**config.mk**
```make
export PLATFORM = sky130hd
export DESIGN_NAME = uart_sync_fifo_128x8
export DESIGN_NICKNAME = d
export VERILOG_FILES = /design/src/rtl/uart_sync_fifo_128x8_pkg.sv /design/src/rtl/uart_sync_fifo_128x8_ram.sv /design/src/rtl/uart_sync_fifo_128x8.sv
export SDC_FILE = /design/constraint.sdc
export NUM_CORES = 1
export LEC_CHECK = 0
export BUFFER_PORTS_ARGS = -buffer_cell sky130_fd_sc_hd__buf_2
export CORE_UTILIZATION = 60
export CTS_CLUSTER_DIAMETER = 120
export DETAILED_ROUTE_END_ITERATION = 10
export PLACE_DENSITY = 0.77
export SYNTH_ARGS = -nofsm -noshare
export SYNTH_HDL_FRONTEND = slang
export SYNTH_HIERARCHICAL = 1
export SYNTH_SLANG_ARGS = --single-unit
```
**constraint.sdc**
```tcl
create_clock -name clock -period 4.2 [get_ports clock]
set_clock_uncertainty 0.1 [all_clocks]
set_input_delay 0.42 -clock clock [delete_from_list [all_inputs] [get_ports clock]]
set_output_delay 0.42 -clock clock [all_outputs]
set_load 0.1 [all_outputs]
```
**src/rtl/uart_sync_fifo_128x8_pkg.sv**
```systemverilog
// Shared sizing constants for the UART byte FIFO and its backing RAM.
package uart_sync_fifo_128x8_pkg;

  localparam int FIFO_DEPTH    = 128;
  localparam int FIFO_BITS     = 7;
  localparam int FIFO_WIDTH    = 8;
  localparam int DEFAULT_LEVEL = 64;

  // One location is kept free so counter == 0 and counter == max never alias.
  localparam logic [FIFO_BITS-1:0] MAX_COUNT = FIFO_BITS'(FIFO_DEPTH - 1);

endpackage

```
**src/rtl/uart_sync_fifo_128x8_ram.sv**
```systemverilog
// Simple dual-port RAM, 128x8: synchronous write, read through a registered address.
module fifo_ram_128x8
  import uart_sync_fifo_128x8_pkg::*;
(
  input  logic                  clock,
  input  logic                  reset,
  input  logic                  wr_en,
  input  logic [FIFO_BITS-1:0]  wr_addr,
  input  logic [FIFO_WIDTH-1:0] wr_data,
  input  logic [FIFO_BITS-1:0]  rd_addr,
  output logic [FIFO_WIDTH-1:0] rd_data
);

  logic [FIFO_WIDTH-1:0] mem [FIFO_DEPTH];
  logic [FIFO_BITS-1:0]  rd_addr_q;

  // NOTE: the storage array has no reset so it maps onto a block RAM; only the
  // address register is cleared.
  always_ff @(posedge clock) begin
    if (wr_en) mem[wr_addr] <= wr_data;
  end

  always_ff @(posedge clock) begin
    if (reset) rd_addr_q <= '0;
    else       rd_addr_q <= rd_addr;
  end

  assign rd_data = mem[rd_addr_q];

endmodule

```
**src/rtl/uart_sync_fifo_128x8.sv**
```systemverilog
// Single-clock 127-byte ring-buffer FIFO with full/empty/threshold flags,
// used as the TX/RX buffer of the APB UART.
module uart_sync_fifo_128x8
  import uart_sync_fifo_128x8_pkg::*;
(
  input  logic                  clock,
  input  logic                  reset,
  input  logic [FIFO_WIDTH-1:0] data_in,
  input  logic                  write_n,
  input  logic                  read_n,
  input  logic [FIFO_BITS-1:0]  level,
  output logic [FIFO_WIDTH-1:0] data_out,
  output logic                  full,
  output logic                  empty,
  output logic                  half
);

  logic [FIFO_BITS-1:0]  rd_pointer;
  logic [FIFO_BITS-1:0]  wr_pointer;
  logic [FIFO_BITS-1:0]  counter;
  logic                  rd_hist_n;
  logic                  rd_accept;
  logic                  wr_accept;
  logic [FIFO_WIDTH-1:0] ram_data;

  assign full  = (counter == MAX_COUNT);
  assign empty = (counter == '0);
  assign half  = (counter >= level);

  // A read on an empty FIFO is dropped even with a write pending; a write on a
  // full FIFO goes through only when a read frees a slot on the same edge.
  assign rd_accept = !read_n && !empty;
  assign wr_accept = !write_n && (!full || rd_accept);

  // NOTE: state registers use non-blocking assignments so every flop samples
  // pre-edge values regardless of block ordering.
  always_ff @(posedge clock) begin
    if (reset) begin
      rd_pointer <= '0;
      wr_pointer <= '0;
      counter    <= '0;
      rd_hist_n  <= 1'b1;
    end else begin
      rd_hist_n <= !rd_accept;
      if (rd_accept) rd_pointer <= rd_pointer + 1'b1;
      if (wr_accept) wr_pointer <= wr_pointer + 1'b1;
      unique case ({wr_accept, rd_accept})
        2'b10:   counter <= counter + 1'b1;
        2'b01:   counter <= counter - 1'b1;
        default: counter <= counter;
      endcase
    end
  end

  // The RAM address register lags rd_pointer by one edge, so the byte
  // selected by a read lands here on the edge after that read.
  always_ff @(posedge clock) begin
    if (reset)           data_out <= '0;
    else if (!rd_hist_n) data_out <= ram_data;
  end

  fifo_ram_128x8 u_ram (
    .clock   (clock),
    .reset   (reset),
    .wr_en   (wr_accept),
    .wr_addr (wr_pointer),
    .wr_data (data_in),
    .rd_addr (rd_pointer),
    .rd_data (ram_data)
  );

endmodule

```
==> qor.yml <==
place:
  dp_worst_setup_slack_ps: 642
  post-dp-hpwl_um: 55500
  placed_cell_area_um2: 43200
  portBuffers: 29
  routabilityCongestion: 0.876
clocking:
  h-tree-depth: 3
  max-clock-path-buffers: 3
  ctsHoldBuffers: 0
  insertion_delay_ps: 660
  cts_root_buffer: "clkbuf_16"
  cts-resized-gates: 0
  numCtsBuffers: 101
  post-cts-setup-buffers: 0
  cts_tree: "built"
  clock_sink_count: 1061
  clk_pin_slew_ps: 60
global_routing:
  grt_max_degree: 105
  grt_first_pass_wirelength_um: 141000
  grt_overflow: 0
  antenna_found_initial: 1
  grt_pass1_vias: 20229
  grt_use_total_pct: 28.6
sta:
  worst_pin_slew_ps: 1140
  finalCritPeriodShare_pct: 86.5
  finalHoldViolations: 0
  period_minus_slack_ps: 3630
  setup_tns_ps: 0
  max-slew-margin-rel_pct: 23.9
  setup_slack_ps: 567
  slew_viol_final: 0
  rsz0062_at_grt: "no"
  fmax_mhz: 275
  setup_violations: 0
yosys:
  syn_area_per_cell_um2: 22.8
  yosys_warnings: 6
  yosys_most_used_dff: "edfxtp_1"
  syn_inst: 1817
  synth_edf_count: 1024
  ys_ff_latch: 1061
  synth_fp_nets: 1851
  async_flop_share_pct: 0
  syn-cell-area_um2: 41400
  seq_area_frac_synth_pct: 76.1
  synth.distinct_cells: 46
final_layout:
  area_delta_synth_final_pct: 12.1
  final_util_pct: 68.5
  layout_common_cells: "edfxtp_1, mux4_2, nor2_1"
  fin_nets: 1993
  drive_gt1_share_pct: 31.3
  layout_commonest_cell: "edfxtp_1"
  antennaDiodeCount: 0
  final_cell_area_um2: 46300
critical_path:
  rr_worst_depth: 8
  worstPathRequired_ps: 4600
  critPathKind: "reg -> reg"
  arrival_ps: 4030
  critPathMaxFanout: 32
  r2r_slack_ps: 570
  rr_endpoint: "data_out[7]$_SDFFE_PP0N_"
  endpoint_kind: "register"
  start_kind: "register"
floorplan:
  core_area_um2: 67600
  die_area_um2: 70000
  die_h_um: 265
  ioPinCount: 30
  row_count: 95
  initial_core_util_pct: 61.1
  die_x_um: 265
power:
  p_int_mw: 17.8
  clkPwrFrac_pct: 36.7
  switching_share_pct: 23.8
  combPwrFrac_pct: 12.8
  power_density_nw_per_um2: 506
  sequentialPowerShare_pct: 50.5
  vdd_drop_max_v: 0.000434
  p_leak_nw: 14.2
  p_switching_mw: 5.59
routing:
  drtIter0Drc: 2841
  ant_nets: 0
  drtPass1Iterations: 6
  vias_per_cell: 6.91
  routed_wirelength_um: 97400
  vias: 20174
  drc: 0
  wl_per_cell_um: 33.4
status:
  status: "finished, final reports clean"
job:
  maxCapViolCount: 0
worst_hold_path:
  min_delay_worst_endpoint: "rd_hist_n$_SDFF_PP1_"
  whs_path_depth: 4
  worstHoldStart: "read_n"
  hp-class: "in -> reg"
==> through the flow <==
| stage | power (mW) | instances | hold WS, ps |
|---|---|---|---|
| finish | 23.4 | 2918 | 216 |
| global route | 24.1 | 2918 | 235 |
| CTS | 23.5 | 2918 | 178 |
| detailed placement | 15.0 | 2729 | 384 |
| global placement | 15.0 | 2729 | 378 |
| floorplan | 14.1 | 1817 | 355 |
==> logic make-up after synthesis <==
logic type / after synthesis / synth area share (%)
xor gates and xnor gates: 15 / 0.318
DFF: 1061 / 76.1
buffers and inverters: 102 / 1.13
AOI/OAI and AO/OA: 24 / 0.421
and+or+nand+nor: 239 / 2.56
adders and majority gates: 15 / 0.472
muxes: 361 / 19.0
==> power groups by stage <==
stage               Sequential [mW]  Combinational (mW)  Clock, mW
global route                   11.8                3.16       9.09
floorplan                      12.1                2.05          0
detailed placement             12.0                2.98          0
CTS                            11.8                3.03       8.70
finish                         11.8                3.01       8.61
global placement               12.0                2.92          0
==> critical path, cell delays in order (launching register included) <==
cell	delay [ps]
dfxtp_4	610
buf_12	330
buf_12	230
mux4_2	540
mux4_2	530
mux4_2	560
mux2_2	300
mux2i_1	150
nor2_1	70
==> sequential cells by signal, summed over array words and instances (netlist names), named ones only <==
signal	flops
u_ram/mem	1024
rd_hist_n	1
rd_pointer	7
wr_pointer	7
counter	7
data_out	8
==> metal layers <==
layer	wire length, µm	share of wire, %	up-vias	track usage, %
met5	0	0	-	0
met4	3430	3.5	0	10.5
met3	10500	11	210	4.90
met2	47600	49	1381	45.4
met1	35900	37	10638	40.9
li1	-	-	7945	-
==> worst max path at each step <==
stage | slack [ps] | from | endpoint | depth (start not counted)
after CTS | 580 | register | data_out[7]$_SDFFE_PP0N_ | 8
final | 570 | register | data_out[7]$_SDFFE_PP0N_ | 8
after global placement | 690 | register | data_out[1]$_SDFFE_PP0N_ | 8
after detailed placement | 640 | register | data_out[7]$_SDFFE_PP0N_ | 8
after global routing | 510 | register | data_out[7]$_SDFFE_PP0N_ | 8
after floorplan | 970 | counter[2]$_SDFFE_PP0P_ | counter[5]$_SDFFE_PP0P_ | 10
==> synth_stat cells, types with 3 or more instances <==
library cell	instances	area share (%)
dfxtp_1	37	1.8
a21oi_1	7	0.085
o21ai_0	3	0.036
mux2_2	8	0.22
nand4_1	7	0.11
nor3_1	9	0.11
edfxtp_1	1024	74
a21o_1	4	0.073
nor2b_1	15	0.23
nand2_1	20	0.18
a211oi_1	3	0.054
inv_1	8	0.073
clkbuf_1	41	0.37
buf_4	14	0.25
buf_1	25	0.23
xnor2_1	5	0.11
buf_2	12	0.15
nand2b_1	4	0.061
xor2_1	10	0.21
ha_1	14	0.42
mux4_2	336	18
mux2i_1	15	0.36
nand3_1	14	0.17
nor2_1	154	1.4
and3_1	3	0.045
==> area by class of cell <==
cell class              instances  area (µm²)
repair buffers                133        1180
clock buffers                 125        2660
multi-input cells             654        9410
well taps                     873        1090
clock inverters                64         468
inverters                       8        30.0
flip-flops and latches       1061       31500
fillers                      3844       21300
(Power assumes the default switching activity.)
